===== config.mk =====
export PLATFORM = sky130hd
export DESIGN_NAME = mouse_accel_pos_flat
export DESIGN_NICKNAME = d
export VERILOG_FILES = /design/src/rtl/mouse_accel_pos_if.sv /design/src/rtl/mouse_accel_pos.sv /design/src/flat_wrapper.sv
export SDC_FILE = /design/constraint.sdc
export NUM_CORES = 1
export LEC_CHECK = 0
export ABC_AREA = 1
export CAP_MARGIN = 40
export CORE_ASPECT_RATIO = 0.8
export CORE_MARGIN = 1.5
export CORE_UTILIZATION = 38
export DETAILED_ROUTE_END_ITERATION = 16
export PLACE_DENSITY_LB_ADDON = 0.12
export SLEW_MARGIN = 25
export SYNTH_ARGS = -nofsm -noshare
export SYNTH_HDL_FRONTEND = slang
export SYNTH_SLANG_ARGS = --single-unit

===== constraint.sdc =====
create_clock -name clk -period 5.1 [get_ports clk]
set_input_delay 1.02 -clock clk [delete_from_list [all_inputs] [get_ports clk]]
set_output_delay 1.02 -clock clk [all_outputs]
set_load 0.05 [all_outputs]

===== src/rtl/mouse_accel_pos_if.sv =====
// Packet-in / cursor-out bundle for mouse_accel_pos.
//   master : drives the decoded PS/2 packet fields and the control inputs
//            (accel enable, recenter), and observes the cursor result.
//   slave  : the acceleration/position block itself.
// Input fields : i_pkt_valid, i_dx/i_dy (magnitude), i_x_sign/i_y_sign,
//                i_x_overflow/i_y_overflow, i_left/i_right, i_accel_en,
//                i_recenter.
// Output fields: o_valid, o_dx/o_dy (signed, DELTA_W), o_x/o_y (POS_W),
//                o_left/o_right.
interface mouse_accel_pos_if #(
    parameter int unsigned DELTA_W = 12,
    parameter int unsigned POS_W   = 10
);
    logic               i_pkt_valid;
    logic [7:0]         i_dx;
    logic [7:0]         i_dy;
    logic               i_x_sign;
    logic               i_y_sign;
    logic               i_x_overflow;
    logic               i_y_overflow;
    logic               i_left;
    logic               i_right;
    logic               i_accel_en;
    logic               i_recenter;

    logic               o_valid;
    logic [DELTA_W-1:0] o_dx;
    logic [DELTA_W-1:0] o_dy;
    logic [POS_W-1:0]   o_x;
    logic [POS_W-1:0]   o_y;
    logic               o_left;
    logic               o_right;

    modport master (
        output i_pkt_valid, i_dx, i_dy, i_x_sign, i_y_sign,
               i_x_overflow, i_y_overflow, i_left, i_right,
               i_accel_en, i_recenter,
        input  o_valid, o_dx, o_dy, o_x, o_y, o_left, o_right
    );

    modport slave (
        input  i_pkt_valid, i_dx, i_dy, i_x_sign, i_y_sign,
               i_x_overflow, i_y_overflow, i_left, i_right,
               i_accel_en, i_recenter,
        output o_valid, o_dx, o_dy, o_x, o_y, o_left, o_right
    );
endinterface


===== src/rtl/mouse_accel_pos.sv =====
// Mouse acceleration and cursor position stage.
// Takes decoded PS/2 movement packets, applies a three-band piecewise gain
// per axis with sub-pixel residual carry, and integrates the result into a
// screen-clamped cursor position. Three-stage pipeline, one packet per cycle.
//   clk   : clock
//   rst_n : synchronous active-low reset
//   bus   : mouse_accel_pos_if.slave (packet fields in, cursor result out)
module mouse_accel_pos #(
    parameter int unsigned FRAC_BITS = 4,
    parameter int unsigned GAIN_W    = 8,
    parameter int unsigned GAIN0     = 16,
    parameter int unsigned GAIN1     = 24,
    parameter int unsigned GAIN2     = 32,
    parameter int unsigned THR1      = 4,
    parameter int unsigned THR2      = 16,
    parameter int unsigned DELTA_W   = 12,
    parameter int unsigned SCREEN_W  = 640,
    parameter int unsigned SCREEN_H  = 480,
    parameter int unsigned POS_W     = 10,
    parameter bit          INVERT_Y  = 1'b1
) (
    input logic              clk,
    input logic              rst_n,
    mouse_accel_pos_if.slave bus
);

    // Accumulator must hold residual + 9-bit delta * gain, and also the
    // DELTA_W saturation bounds.
    localparam int unsigned ACC_RAW = 9 + GAIN_W + 2;
    localparam int unsigned ACC_W   = (ACC_RAW > DELTA_W + 1) ? ACC_RAW : DELTA_W + 1;
    localparam int unsigned P_W     = ((POS_W > DELTA_W) ? POS_W : DELTA_W) + 2;

    localparam logic signed [ACC_W-1:0] D_MAX = ACC_W'((2 ** (DELTA_W - 1)) - 1);
    localparam logic signed [ACC_W-1:0] D_MIN = ~D_MAX;

    localparam logic signed [P_W-1:0] X_MAX = P_W'(SCREEN_W - 1);
    localparam logic signed [P_W-1:0] Y_MAX = P_W'(SCREEN_H - 1);
    localparam logic [POS_W-1:0]      X_CTR = POS_W'(SCREEN_W / 2);
    localparam logic [POS_W-1:0]      Y_CTR = POS_W'(SCREEN_H / 2);

    localparam logic [GAIN_W-1:0] G_UNITY = GAIN_W'(1 << FRAC_BITS);
    localparam logic [GAIN_W-1:0] G_BAND0 = GAIN_W'(GAIN0);
    localparam logic [GAIN_W-1:0] G_BAND1 = GAIN_W'(GAIN1);
    localparam logic [GAIN_W-1:0] G_BAND2 = GAIN_W'(GAIN2);
    localparam logic [8:0]        M_THR1  = 9'(THR1);
    localparam logic [8:0]        M_THR2  = 9'(THR2);

    // Overflow saturates to +/-255 (9-bit two's complement).
    localparam logic [8:0] SAT_POS = 9'h0FF;
    localparam logic [8:0] SAT_NEG = 9'h101;

    typedef struct packed {
        logic [DELTA_W-1:0]   delta;
        logic [FRAC_BITS-1:0] res;
    } gain_t;

    function automatic logic signed [8:0] form_delta(
        input logic [7:0] mag,
        input logic       sign,
        input logic       ovf
    );
        if (ovf) begin
            return sign ? SAT_NEG : SAT_POS;
        end
        return {sign, mag};
    endfunction

    // acc = residual + d*g; integer part is floor(acc / 2^FRAC_BITS) and the
    // low FRAC_BITS bits are the (always non-negative) carried residual.
    function automatic gain_t apply_gain(
        input logic signed [8:0]    d,
        input logic [FRAC_BITS-1:0] res,
        input logic                 en
    );
        logic [8:0]              m;
        logic [GAIN_W-1:0]       g;
        logic signed [ACC_W-1:0] d_ext;
        logic signed [ACC_W-1:0] g_ext;
        logic signed [ACC_W-1:0] r_ext;
        logic signed [ACC_W-1:0] acc;
        logic signed [ACC_W-1:0] q;
        gain_t                   r;

        m = d[8] ? (~d + 9'd1) : d;
        if (!en) begin
            g = G_UNITY;
        end else if (m < M_THR1) begin
            g = G_BAND0;
        end else if (m < M_THR2) begin
            g = G_BAND1;
        end else begin
            g = G_BAND2;
        end

        d_ext = {{(ACC_W - 9){d[8]}}, d};
        g_ext = {{(ACC_W - GAIN_W){1'b0}}, g};
        r_ext = {{(ACC_W - FRAC_BITS){1'b0}}, res};
        acc   = r_ext + d_ext * g_ext;
        q     = acc >>> FRAC_BITS;

        if (q > D_MAX) begin
            r.delta = D_MAX[DELTA_W-1:0];
        end else if (q < D_MIN) begin
            r.delta = D_MIN[DELTA_W-1:0];
        end else begin
            r.delta = q[DELTA_W-1:0];
        end
        r.res = acc[FRAC_BITS-1:0];
        return r;
    endfunction

    function automatic logic [POS_W-1:0] clamp_pos(
        input logic signed [P_W-1:0] v,
        input logic signed [P_W-1:0] hi
    );
        if (v[P_W-1]) begin
            return '0;
        end else if (v > hi) begin
            return hi[POS_W-1:0];
        end
        return v[POS_W-1:0];
    endfunction

    // Stage 1: formed 9-bit deltas
    logic                 s1_valid_q, s1_valid_d;
    logic signed [8:0]    s1_dx_q, s1_dx_d;
    logic signed [8:0]    s1_dy_q, s1_dy_d;
    logic                 s1_left_q, s1_left_d;
    logic                 s1_right_q, s1_right_d;

    // Stage 2: accelerated deltas and per-axis residuals
    logic                 s2_valid_q, s2_valid_d;
    logic [DELTA_W-1:0]   s2_dx_q, s2_dx_d;
    logic [DELTA_W-1:0]   s2_dy_q, s2_dy_d;
    logic                 s2_left_q, s2_left_d;
    logic                 s2_right_q, s2_right_d;
    logic [FRAC_BITS-1:0] res_x_q, res_x_d;
    logic [FRAC_BITS-1:0] res_y_q, res_y_d;

    // Stage 3: registered outputs and cursor position
    logic                 o_valid_q, o_valid_d;
    logic [DELTA_W-1:0]   o_dx_q, o_dx_d;
    logic [DELTA_W-1:0]   o_dy_q, o_dy_d;
    logic                 o_left_q, o_left_d;
    logic                 o_right_q, o_right_d;
    logic [POS_W-1:0]     pos_x_q, pos_x_d;
    logic [POS_W-1:0]     pos_y_q, pos_y_d;

    logic                 clr_res;
    logic [FRAC_BITS-1:0] res_x_use;
    logic [FRAC_BITS-1:0] res_y_use;
    gain_t                gx;
    gain_t                gy;
    logic signed [P_W-1:0] px_ext;
    logic signed [P_W-1:0] py_ext;
    logic signed [P_W-1:0] dx_ext;
    logic signed [P_W-1:0] dy_ext;
    logic signed [P_W-1:0] nx;
    logic signed [P_W-1:0] ny;

    always_comb begin
        // Stage 1
        s1_valid_d = bus.i_pkt_valid;
        s1_dx_d    = form_delta(bus.i_dx, bus.i_x_sign, bus.i_x_overflow);
        s1_dy_d    = form_delta(bus.i_dy, bus.i_y_sign, bus.i_y_overflow);
        s1_left_d  = bus.i_left;
        s1_right_d = bus.i_right;

        // Stage 2: recenter or disabled acceleration zeroes the residual seen
        // by the packet in this stage, and discards the residual it produces.
        clr_res   = bus.i_recenter || !bus.i_accel_en;
        res_x_use = clr_res ? '0 : res_x_q;
        res_y_use = clr_res ? '0 : res_y_q;
        gx        = apply_gain(s1_dx_q, res_x_use, bus.i_accel_en);
        gy        = apply_gain(s1_dy_q, res_y_use, bus.i_accel_en);

        s2_valid_d = s1_valid_q;
        s2_dx_d    = gx.delta;
        s2_dy_d    = gy.delta;
        s2_left_d  = s1_left_q;
        s2_right_d = s1_right_q;

        res_x_d = res_x_q;
        res_y_d = res_y_q;
        if (s1_valid_q) begin
            res_x_d = gx.res;
            res_y_d = gy.res;
        end
        if (clr_res) begin
            res_x_d = '0;
            res_y_d = '0;
        end

        // Stage 3: widened arithmetic so the sum cannot wrap before clamping
        px_ext = {{(P_W - POS_W){1'b0}}, pos_x_q};
        py_ext = {{(P_W - POS_W){1'b0}}, pos_y_q};
        dx_ext = {{(P_W - DELTA_W){s2_dx_q[DELTA_W-1]}}, s2_dx_q};
        dy_ext = {{(P_W - DELTA_W){s2_dy_q[DELTA_W-1]}}, s2_dy_q};
        nx     = px_ext + dx_ext;
        ny     = INVERT_Y ? (py_ext - dy_ext) : (py_ext + dy_ext);

        o_valid_d = s2_valid_q;
        o_dx_d    = o_dx_q;
        o_dy_d    = o_dy_q;
        o_left_d  = o_left_q;
        o_right_d = o_right_q;
        pos_x_d   = pos_x_q;
        pos_y_d   = pos_y_q;
        if (s2_valid_q) begin
            o_dx_d    = s2_dx_q;
            o_dy_d    = s2_dy_q;
            o_left_d  = s2_left_q;
            o_right_d = s2_right_q;
            pos_x_d   = clamp_pos(nx, X_MAX);
            pos_y_d   = clamp_pos(ny, Y_MAX);
        end
        // Recenter overrides a coinciding packet's position update only;
        // the packet still reports its deltas and strobes o_valid.
        if (bus.i_recenter) begin
            pos_x_d = X_CTR;
            pos_y_d = Y_CTR;
        end
    end

    always_ff @(posedge clk) begin
        if (!rst_n) begin
            s1_valid_q <= 1'b0;
            s1_dx_q    <= '0;
            s1_dy_q    <= '0;
            s1_left_q  <= 1'b0;
            s1_right_q <= 1'b0;
            s2_valid_q <= 1'b0;
            s2_dx_q    <= '0;
            s2_dy_q    <= '0;
            s2_left_q  <= 1'b0;
            s2_right_q <= 1'b0;
            res_x_q    <= '0;
            res_y_q    <= '0;
            o_valid_q  <= 1'b0;
            o_dx_q     <= '0;
            o_dy_q     <= '0;
            o_left_q   <= 1'b0;
            o_right_q  <= 1'b0;
            pos_x_q    <= X_CTR;
            pos_y_q    <= Y_CTR;
        end else begin
            s1_valid_q <= s1_valid_d;
            s1_dx_q    <= s1_dx_d;
            s1_dy_q    <= s1_dy_d;
            s1_left_q  <= s1_left_d;
            s1_right_q <= s1_right_d;
            s2_valid_q <= s2_valid_d;
            s2_dx_q    <= s2_dx_d;
            s2_dy_q    <= s2_dy_d;
            s2_left_q  <= s2_left_d;
            s2_right_q <= s2_right_d;
            res_x_q    <= res_x_d;
            res_y_q    <= res_y_d;
            o_valid_q  <= o_valid_d;
            o_dx_q     <= o_dx_d;
            o_dy_q     <= o_dy_d;
            o_left_q   <= o_left_d;
            o_right_q  <= o_right_d;
            pos_x_q    <= pos_x_d;
            pos_y_q    <= pos_y_d;
        end
    end

    assign bus.o_valid = o_valid_q;
    assign bus.o_dx    = o_dx_q;
    assign bus.o_dy    = o_dy_q;
    assign bus.o_x     = pos_x_q;
    assign bus.o_y     = pos_y_q;
    assign bus.o_left  = o_left_q;
    assign bus.o_right = o_right_q;

endmodule


===== src/flat_wrapper.sv =====
// flat-port wrapper written by rule: the top's interface ports become plain ports
module mouse_accel_pos_flat 
#(
    parameter int unsigned FRAC_BITS = 4,
    parameter int unsigned GAIN_W    = 8,
    parameter int unsigned GAIN0     = 16,
    parameter int unsigned GAIN1     = 24,
    parameter int unsigned GAIN2     = 32,
    parameter int unsigned THR1      = 4,
    parameter int unsigned THR2      = 16,
    parameter int unsigned DELTA_W   = 12,
    parameter int unsigned SCREEN_W  = 640,
    parameter int unsigned SCREEN_H  = 480,
    parameter int unsigned POS_W     = 10,
    parameter bit          INVERT_Y  = 1'b1
)
  (clk, rst_n, bus_i_pkt_valid, bus_i_dx, bus_i_dy, bus_i_x_sign, bus_i_y_sign, bus_i_x_overflow, bus_i_y_overflow, bus_i_left, bus_i_right, bus_i_accel_en, bus_i_recenter, bus_o_valid, bus_o_dx, bus_o_dy, bus_o_x, bus_o_y, bus_o_left, bus_o_right);
  mouse_accel_pos_if #(.DELTA_W(DELTA_W), .POS_W(POS_W)) bus_i ();
  input logic clk;
  input logic rst_n;
  input wire logic [$bits(bus_i.i_pkt_valid)-1:0] bus_i_pkt_valid;
  input wire logic [$bits(bus_i.i_dx)-1:0] bus_i_dx;
  input wire logic [$bits(bus_i.i_dy)-1:0] bus_i_dy;
  input wire logic [$bits(bus_i.i_x_sign)-1:0] bus_i_x_sign;
  input wire logic [$bits(bus_i.i_y_sign)-1:0] bus_i_y_sign;
  input wire logic [$bits(bus_i.i_x_overflow)-1:0] bus_i_x_overflow;
  input wire logic [$bits(bus_i.i_y_overflow)-1:0] bus_i_y_overflow;
  input wire logic [$bits(bus_i.i_left)-1:0] bus_i_left;
  input wire logic [$bits(bus_i.i_right)-1:0] bus_i_right;
  input wire logic [$bits(bus_i.i_accel_en)-1:0] bus_i_accel_en;
  input wire logic [$bits(bus_i.i_recenter)-1:0] bus_i_recenter;
  output wire logic [$bits(bus_i.o_valid)-1:0] bus_o_valid;
  output wire logic [$bits(bus_i.o_dx)-1:0] bus_o_dx;
  output wire logic [$bits(bus_i.o_dy)-1:0] bus_o_dy;
  output wire logic [$bits(bus_i.o_x)-1:0] bus_o_x;
  output wire logic [$bits(bus_i.o_y)-1:0] bus_o_y;
  output wire logic [$bits(bus_i.o_left)-1:0] bus_o_left;
  output wire logic [$bits(bus_i.o_right)-1:0] bus_o_right;
  assign bus_i.i_pkt_valid = bus_i_pkt_valid;
  assign bus_i.i_dx = bus_i_dx;
  assign bus_i.i_dy = bus_i_dy;
  assign bus_i.i_x_sign = bus_i_x_sign;
  assign bus_i.i_y_sign = bus_i_y_sign;
  assign bus_i.i_x_overflow = bus_i_x_overflow;
  assign bus_i.i_y_overflow = bus_i_y_overflow;
  assign bus_i.i_left = bus_i_left;
  assign bus_i.i_right = bus_i_right;
  assign bus_i.i_accel_en = bus_i_accel_en;
  assign bus_i.i_recenter = bus_i_recenter;
  assign bus_o_valid = bus_i.o_valid;
  assign bus_o_dx = bus_i.o_dx;
  assign bus_o_dy = bus_i.o_dy;
  assign bus_o_x = bus_i.o_x;
  assign bus_o_y = bus_i.o_y;
  assign bus_o_left = bus_i.o_left;
  assign bus_o_right = bus_i.o_right;
  mouse_accel_pos #(.FRAC_BITS(FRAC_BITS), .GAIN_W(GAIN_W), .GAIN0(GAIN0), .GAIN1(GAIN1), .GAIN2(GAIN2), .THR1(THR1), .THR2(THR2), .DELTA_W(DELTA_W), .SCREEN_W(SCREEN_W), .SCREEN_H(SCREEN_H), .POS_W(POS_W), .INVERT_Y(INVERT_Y)) u_core (.clk(clk), .rst_n(rst_n), .bus(bus_i));
endmodule

Word-level counts from Yosys, hierarchy flattened. Cells that the tools add are included.

Register bits after elaboration: 103. Latch bits: 0. RAM bits: 0. Memory bits (read-only): 0. Bits of input ports: 27. Output and inout bits: 47. Word-level logic and storage cells: 82. Memories: 0.

Add/subtract/negate cells: 6. $mul: 2. Divide/modulo/power cells: 0. $lt $le $gt $ge: 10. Eq/ne operators: 0. Shift operators: 0. Muxes and demuxes: 34. Bitwise gates (word level): 3. Reduce and logical (&&, ||, !) cells: 6.

Operator list (count): $mux W9 (8); $mux W10 (6); $add A5 B18 Y19 (2); $mul A9 B9 Y18 (2); $mux W8 (4); $gt A15 B12 Y1 const B (2); $lt A15 B12 Y1 const B (2); $mux W12 (2); $mux W11 (2); $add A9 B1 Y9 const B (2); $lt A9 B3 Y1 const B (2); $lt A9 B5 Y1 const B (2); $not A9 Y9 (2); $gt A14 B10 Y1 const B (1); $gt A14 B11 Y1 const B (1); $add A11 B12 Y13 (1); $sub A11 B12 Y13 (1); $mux W6 (2); $mux W1 (8); $mux W4 (2); $reduce_or A2 Y1 (4); $logic_not A1 Y1 (1); $logic_or A1 B1 Y1 (1); $not A1 Y1 (1).

Depth between registers and ports, before layout. Gate-level depths: netlist (run 1).

Depth in word-level cells: 12. Mapped depth: 27. Gate-level depth less buffers: 26.

Least setup slack after synthesis (run 1). No wires, ideal clock.

Kind: input-to-reg. Start: in bus_i_accel_en. End: reg u_core.s2_dy_q[10]. Arrival time: 4.455 ns. Required time: 4.968 ns. Slack: 0.512 ns. Stages on the path: 22. Buffers on the path: 2. Path through: inv_1 -> nor2_1 -> inv_1 -> buf_2 -> nor2_1 -> fa_1 -> ha_1 -> fa_1 -> ha_1 -> ha_1 -> nand2_1 -> nor2_1 -> nand3_1 -> nand3_1 -> nand2_1 -> nand2_1 -> nand2_1 -> nand2_1 -> inv_1 -> nand2_1 -> buf_2 -> a21oi_1.

Word-level cells in the longest chain between the ends: 7. Elaborated cells on any way between the ends: 10. Classes of those cells: add/sub (1); mul (1); order compare (2); mux (4); reduce/logical (2).

Ends and longest elaborated chain: from (decl) (RTL line flat_wrapper.sv:30) `input wire logic [$bits(bus_i.i_accel_en)-1:0] bus_i_accel_en;`; branches (longest 3 deep; another with $mul A9 B9 Y18); $add A5 B18 Y19 (*) (RTL line mouse_accel_pos.sv:98) `acc = r_ext + d_ext * g_ext;`; $lt A15 B12 Y1 (RTL line mouse_accel_pos.sv:103) `end else if (q < D_MIN) begin`; $mux W12 (RTL line mouse_accel_pos.sv:103); $mux W11 (*) (RTL line mouse_accel_pos.sv:101) `if (q > D_MAX) begin`; to (signal assigned) (RTL line mouse_accel_pos.sv:254) `s2_dy_q <= s2_dy_d;`; to (decl) (RTL line mouse_accel_pos.sv:134) `logic [DELTA_W-1:0] s2_dy_q, s2_dy_d;`.

Mark *: on every way between the ends. A chain may end at the register's enable or synchronous reset.

Worst setup path after layout (run 1).
Start: reg u_core.s1_dy_q[8]. End: reg u_core.s2_dy_q[8].

Word-level cells in the longest chain between the ends: 12. Elaborated cells on any way between the ends: 14. Classes of those cells: add/sub (2); mul (1); order compare (4); mux (6); bitwise (1).

Ends and longest elaborated chain: from (decl) (RTL line mouse_accel_pos.sv:127) `logic signed [8:0] s1_dy_q, s1_dy_d;`; from (signal assigned) (RTL line mouse_accel_pos.sv:249) `s1_dy_q <= s1_dy_d;`; $not A9 Y9 (RTL line mouse_accel_pos.sv:84) `m = d[8] ? (~d + 9'd1) : d;`; $add A9 B1 Y9 (RTL line mouse_accel_pos.sv:84); $mux W9 (RTL line mouse_accel_pos.sv:84); $lt A9 B5 Y1 (RTL line mouse_accel_pos.sv:89) `end else if (m < M_THR2) begin`; $mux W6 (RTL line mouse_accel_pos.sv:89); $mux W8 (RTL line mouse_accel_pos.sv:87) `end else if (m < M_THR1) begin`; $mux W8 (RTL line mouse_accel_pos.sv:85) `if (!en) begin`; $mul A9 B9 Y18 (*) (RTL line mouse_accel_pos.sv:98); $add A5 B18 Y19 (*) (RTL line mouse_accel_pos.sv:98); $lt A15 B12 Y1 (RTL line mouse_accel_pos.sv:103); $mux W12 (RTL line mouse_accel_pos.sv:103); $mux W11 (*) (RTL line mouse_accel_pos.sv:101).

Mark *: on every way between the ends. The rest lies on a longest branch, timed or not.

==> flow_summary.json, run 1 <==
{
  "status": "complete, no violations",
  "critPathCaptureType": "flip-flop",
  "root_buffer": "clkbuf_16",
  "worst_pin_slew_ns": 0.663,
  "cp-start-kind": "flip-flop",
  "setup_viol": 0,
  "syn_nets": 1262,
  "initial_core_util_pct": 38.9,
  "leakagePower_nw": 4.99,
  "synthFlopType": "dfxtp_1",
  "grt_max_degree": 68,
  "ctsHoldBuffers": 0,
  "cts_buffer_depth": 2,
  "syn_area_um2": 7750,
  "maxCapViolations": 0,
  "fin_ws_ns": 0.564,
  "met2_usage_pct": 27.1,
  "grt_pass1_vias": 6444,
  "yosys.area_share.simple_pct": 30.2,
  "viasPerCell": 4.63,
  "numCtsBuffers": 9,
  "ys_seq_area_share_pct": 25.1,
  "power_frac_seq_pct": 36.1,
  "vias": 6938,
  "num_rows": 46,
  "async_flop_share_pct": 0,
  "switching_share_pct": 37.5,
  "synthAdderAreaFrac_pct": 22.8,
  "timing.rr.start": "u_core.s1_dy_q[8]",
  "power.share.clock_pct": 28.8,
  "synth_top_area_cell": "dfxtp_1",
  "min_path_type": "reg -> reg",
  "holdWs_ns": 0.415,
  "synthMuxAreaShare_pct": 0,
  "timing.final.hold_violations": 0,
  "grt.busiest_layer": "met2",
  "clock-sinks": 97,
  "power_density_nw_per_um2": 248,
  "antenna_found_initial": 0,
  "crit_required_ns": 5.38,
  "switching_power_w": 0.000889,
  "clkTransAtPathRegs_ns": 0.08,
  "grt_pass1_wl_mm": 30.6,
  "port_buffers": 73,
  "avgSynthCellArea_um2": 7.00,
  "htree_num_levels": 3,
  "drc": 0,
  "relSlewSlack_pct": 55.8,
  "wl_per_cell_um": 12.0,
  "period_share_pct": 88.9,
  "ys_types": 40,
  "crit_fanout": 11,
  "hp-start": "u_core.s1_right_q",
  "synth_area_leaders": "dfxtp_1, ha_1, nand2_1",
  "synth_top_family_by_area": "simple AND/OR/NAND/NOR gates",
  "grt_overflow": 0,
  "grt_use_total_pct": 17.9,
  "cts.repair_timing.setup_buffer_count": 0,
  "synth_edf_count": 0,
  "routed_wl_mm": 18.0,
  "max_freq_mhz": 220,
  "path_class": "reg -> reg",
  "core_um2": 19900,
  "totalPowerFinal_w": 0.00237,
  "final_cell_mix": "nand2_1, inv_1, nor2_1",
  "synth-xor-area-share_pct": 3.05,
  "min_path_cells": 2,
  "drtIter0Drc": 367,
  "grt.met1_usage_pct": 26.5,
  "drive_above_1_share_pct": 10.5,
  "rr_endpoint": "u_core.s2_dy_q[8]",
  "syn_inst": 1107,
  "die-height_um": 131,
  "cts_tree": "built",
  "rsz0062_at_grt": "false",
  "hold_end": "u_core.s2_right_q",
  "drtPass1Iterations": 5,
  "die-area_um2": 21300,
  "ys_ff_latch": 97,
  "antenna_left": 0,
  "clock_latency_ns": 0.36,
  "gp_congestion": 0.872,
  "final_common_cell": "nand2_1",
  "areaGrowthSynthToFinish_pct": 23.6,
  "peakVddDrop_uv": 151,
  "p_comb_share_pct": 35.1,
  "hpwlAfterDp_mm": 14.4,
  "io_pins": 74,
  "synth-compound-area-share_pct": 8.95,
  "arrival_ns": 4.81,
  "finalNetCount": 1383,
  "grtUsageMet3_pct": 3.38,
  "die_w_um": 163,
  "r2r_slack_ns": 0.56,
  "fin_worst_skew_ns": 0.0112,
  "yosys_warnings": 0,
  "final_util_pct": 48.1,
  "post-place-ws_ns": -0.200,
  "synth_top_area_share_pct": 25.1,
  "rr_worst_depth": 25,
  "slew_viol_final": 0,
  "num_antenna_cells": 0,
  "intPower_w": 0.00148,
  "fin_crit_ns": 4.54
}
[through the flow]
step                instances  TNS, ns  area [um^2]
finish                   1497        0         9580
detailed placement       1481    -3.44         9200
global placement         1481    -3.89         9200
floorplan                1107        0         7750
CTS                      1497        0         9490
global route             1497        0         9580
[cells in the mapped netlist (2+ instances only)]
cell and count:
nor2_1 127, or2_2 7, nand2_4 6, nand3b_1 4, o31ai_1 3, inv_1 172
nand2_1 254, o21bai_1 3, clkbuf_1 16, o21ai_0 38, inv_2 3, nand3_2 7
o21ai_1 3, a21oi_1 76, nand2_2 3, nand4_4 2, o21ai_2 2, fa_1 22
buf_1 2, buf_2 5, nand3_1 80, nand4_1 20, nor3_1 7, nor2_4 2
a31oi_1 2, xnor2_1 14, ha_1 106, xor2_1 13, dfxtp_1 97
[timing repair]
action                                  CTS  global route
endpoints found under the hold margin     0             0
resized for setup                         0            17
endpoints found under the setup margin    0            22
[worst max path at each step]
| stage | start | to | slack [ns] | depth (start not counted) |
|---|---|---|---|---|
| detailed placement | bus_i_accel_en | u_core.s2_dx_q[0] | -0.20 | 24 |
| CTS | bus_i_accel_en | u_core.s2_dx_q[0] | 0.14 | 24 |
| global placement | bus_i_accel_en | u_core.s2_dy_q[10] | -0.21 | 24 |
| finish | u_core.s1_dy_q[8] | u_core.s2_dy_q[8] | 0.56 | 25 |
| floorplan | bus_i_accel_en | u_core.s2_dy_q[10] | 0.51 | 22 |
| global route | u_core.s1_dx_q[8] | u_core.s2_dx_q[10] | 0.20 | 27 |
[metal layers]
| layer | vias up | routed length, um |
|---|---|---|
| met2 | 98 | 7310 |
| met4 | 0 | 128 |
| li1 | 3781 | - |
| met1 | 3049 | 9950 |
| met3 | 10 | 620 |
| met5 | - | 0 |
[cells by family (layout without fill, tap and decap cells)]
family | count (synthesis) | count (layout)
AND/OR/NAND/NOR | 523 | 523
buffers and inverters | 201 | 327
AO/OA/AOI/OAI | 131 | 131
adder cells (fa/ha/maj) | 128 | 128
flip-flops | 97 | 97
XOR/XNOR | 27 | 27
[registers in the layout, summed over array words and instances, names as in the netlist, 9 cells and up]
register / cells
u_core.bus.o_dx: 12
u_core.bus.o_dy: 12
u_core.bus.o_x: 10
u_core.bus.o_y: 10
u_core.s1_dx_q: 9
u_core.s1_dy_q: 9
u_core.s2_dx_q: 12
u_core.s2_dy_q: 12
[critical path, cell delays in order, from the launching register on]
cell and delay (ns):
dfxtp_1 0.32, inv_1 0.14, nand3_1 0.09, o31ai_1 0.43
nand2_1 0.17, nor2_1 0.12, buf_4 0.15, inv_1 0.09
fa_1 0.53, inv_1 0.04, ha_1 0.27, ha_1 0.30
ha_1 0.31, ha_1 0.35, a21oi_1 0.16, o21ai_1 0.10
nand2_1 0.08, nand3_1 0.09, nand2_1 0.09, nand2_1 0.05
nand2_1 0.06, nand2_1 0.07, inv_1 0.07, nand2_1 0.08
buf_12 0.15, a21oi_1 0.16
[layout make-up]
type / instances / area (um^2)
clock buffers: 10 / 229
well taps: 264 / 330
fillers: 2059 / 10300
flip-flops and latches: 97 / 1940
multi-input cells: 809 / 5110
repair buffers: 135 / 1240
inverters: 176 / 661
clock inverters: 6 / 62.6
[power by group through the flow]
stage                     combinational [W]  clock [W]  sequential [W]
after floorplan                    0.000537          0        0.000910
after global routing               0.000944   0.000734        0.000863
final                              0.000831   0.000683        0.000856
after CTS                          0.000827   0.000710        0.000856
after global placement             0.000825          0        0.000873
after detailed placement           0.000819          0        0.000874
No activity file was read; power rests on OpenSTA's default activity.
==> inputs of run 2 (changes only) <==
--- a/config.mk
+++ b/config.mk
@@ -12,7 +12,7 @@
 export CORE_UTILIZATION = 38
 export DETAILED_ROUTE_END_ITERATION = 16
 export PLACE_DENSITY_LB_ADDON = 0.12
-export SLEW_MARGIN = 25
+export SLEW_MARGIN = 0
 export SYNTH_ARGS = -nofsm -noshare
 export SYNTH_HDL_FRONTEND = slang
 export SYNTH_SLANG_ARGS = --single-unit
==> results of run 2 <==
Final layout, timing and power as in run 1 (identical DEF).
==> inputs of run 3 (changes only) <==
--- a/config.mk
+++ b/config.mk
@@ -9,9 +9,10 @@
 export CAP_MARGIN = 40
 export CORE_ASPECT_RATIO = 0.8
 export CORE_MARGIN = 1.5
-export CORE_UTILIZATION = 38
+export CORE_UTILIZATION = 50
 export DETAILED_ROUTE_END_ITERATION = 16
 export PLACE_DENSITY_LB_ADDON = 0.12
+export REMOVE_ABC_BUFFERS = 1
 export SLEW_MARGIN = 0
 export SYNTH_ARGS = -nofsm -noshare
 export SYNTH_HDL_FRONTEND = slang
==> run 3 against run 2 <==
Compared with the run above:
- first-iteration DRC count down 3.8%
- critical endpoint is now u_core.s2_dy_q[0]
- critical path type is now in -> reg
- non-clock buffer count is 8 lower
- clock-buffer cell count stayed put
==> flow_summary.json, run 3 (synthesis gave the netlist of run 1 again) <==
{
  "crit_fanout": 11,
  "fillers": 1416,
  "cts.repair_timing.setup_buffer_count": 0,
  "power_density_nw_per_um2": 258,
  "cpMaxStageDelayCell": "fa_1",
  "cts_buffer_depth": 2,
  "num_rows": 40,
  "die_w_um": 142,
  "maxCapViolations": 0,
  "peakVddDrop_uv": 258,
  "crit_required_ns": 5.38,
  "htree_num_levels": 3,
  "grt_pass1_wl_mm": 29.7,
  "worst_pin_slew_ns": 0.652,
  "multi_input_area_um2": 5140,
  "antenna_left": 0,
  "holdWs_ns": 0.435,
  "clock_latency_ns": 0.36,
  "cp_slowest_stage_delay_ns": 0.53,
  "seq_area_um2": 1940,
  "cts_resized": 0,
  "period_share_pct": 87.0,
  "rsz0062_at_grt": "false",
  "cts_tree": "built",
  "grt_overflow": 0,
  "die-height_um": 114,
  "critPathMostFrequentCell": "nand2_1",
  "drtIter0Drc": 353,
  "core_um2": 15100,
  "drive_above_1_share_pct": 9.80,
  "fin_crit_ns": 4.44,
  "hpwlAfterDp_mm": 13.7,
  "grt_use_total_pct": 22.8,
  "status": "complete, no violations",
  "min_path_type": "reg -> reg",
  "drtPass1Iterations": 7,
  "gp_congestion": 0.923,
  "port_buffers": 73,
  "die-area_um2": 16300,
  "root_buffer": "clkbuf_16",
  "numCtsBuffers": 9,
  "drc": 0,
  "arrival_ns": 4.72,
  "clkTransAtPathRegs_ns": 0.07,
  "routed_wl_mm": 17.6,
  "antenna_found_initial": 0,
  "path_class": "in -> reg",
  "setup_viol": 0,
  "cp-start-kind": "input port",
  "wl_per_cell_um": 12.2,
  "leakagePower_nw": 4.95,
  "grt_max_degree": 67,
  "clock-sinks": 97,
  "fin_worst_skew_ns": 0.0102,
  "timing.final.hold_violations": 0,
  "num_antenna_cells": 0,
  "critPathCaptureType": "flip-flop",
  "vias": 7101,
  "initial_core_util_pct": 51.4,
  "fin_area_um2": 9500,
  "relSlewSlack_pct": 56.5,
  "slew_viol_final": 0,
  "max_freq_mhz": 225,
  "finalNetCount": 1375,
  "viasPerCell": 4.95,
  "areaGrowthSynthToFinish_pct": 22.6,
  "io_pins": 74,
  "grt_pass1_vias": 6360,
  "final_cell_mix": "nand2_1, inv_1, nor2_1",
  "final_common_cell": "nand2_1",
  "ctsHoldBuffers": 0,
  "placedInstanceArea_um2": 9060
}
## run 3: changes by cell type in the layout (fill, tap and decap cells not counted), moves of 2 or more
cell       change
o21ai_2        -2
ha_1           -3
nor2_2         -4
bufinv_16      +2
o21ai_1        +2
ha_4           +3
nor2_1         +4
buf_4          -7
clkinv_4       -2
## run 3: final cells by class
| class | instances | share of cell area [%] |
|---|---|---|
| sequential | 97 | 20.5 |
| tap | 210 | 2.77 |
| inverter | 176 | 6.96 |
| clock inverter | 5 | 0.909 |
| timing repair buffer | 127 | 12.3 |
| multi-input combinational | 809 | 54.1 |
| clock buffer | 10 | 2.52 |
## run 3: per-stage QoR
stage	setup TNS [ns]	utilization [%]	instances	worst slack (ns)	total power [W]
after floorplan	0	-	1082	0.308	0.00143
after global placement	-1.90	60.2	1419	-0.0987	0.00168
after detailed placement	-3.63	60.2	1419	-0.209	0.00168
after CTS	0	62.3	1434	0.142	0.00245
after global routing	0	63.0	1434	0.274	0.00260
final	0	63.0	1434	0.661	0.00245
## run 3: worst paths after layout
check / start / to / slack [ns] / depth (start not counted)
worst min-delay path: u_core.s1_right_q / u_core.s2_right_q / 0.44 / 2
worst min register to register: u_core.s1_right_q / u_core.s2_right_q / 0.44 / 2
worst max register to register: u_core.s1_dy_q[8] / u_core.s2_dy_q[0] / 0.72 / 25
worst max-delay path: bus_i_accel_en / u_core.s2_dy_q[0] / 0.66 / 25
## run 3: report_power, final
part	switching, W	leakage, nW	internal, W
clock	0.000316	0.160	0.000445
sequential	0.0000426	0.799	0.000814
combinational	0.000508	3.99	0.000322
total	0.000867	4.95	0.00158
## run 3: routing by layer
metal / vias to the layer above / global-route usage, % / share of wire, %
li1: 3758 / - / -
met1: 3166 / 32.6 / 51
met2: 166 / 35.6 / 42
met3: 11 / 4.39 / 5.4
met4: 0 / 4.95 / 0.68
met5: - / 0 / 0
## run 3: critical path, delay by kind of cell
kind | cells | cell delay [ns]
adders and majority gates | 5 | 1.71
and+or+nand+nor | 11 | 0.93
buffers and inverters | 6 | 0.65
AOI/OAI and AO/OA | 3 | 0.42
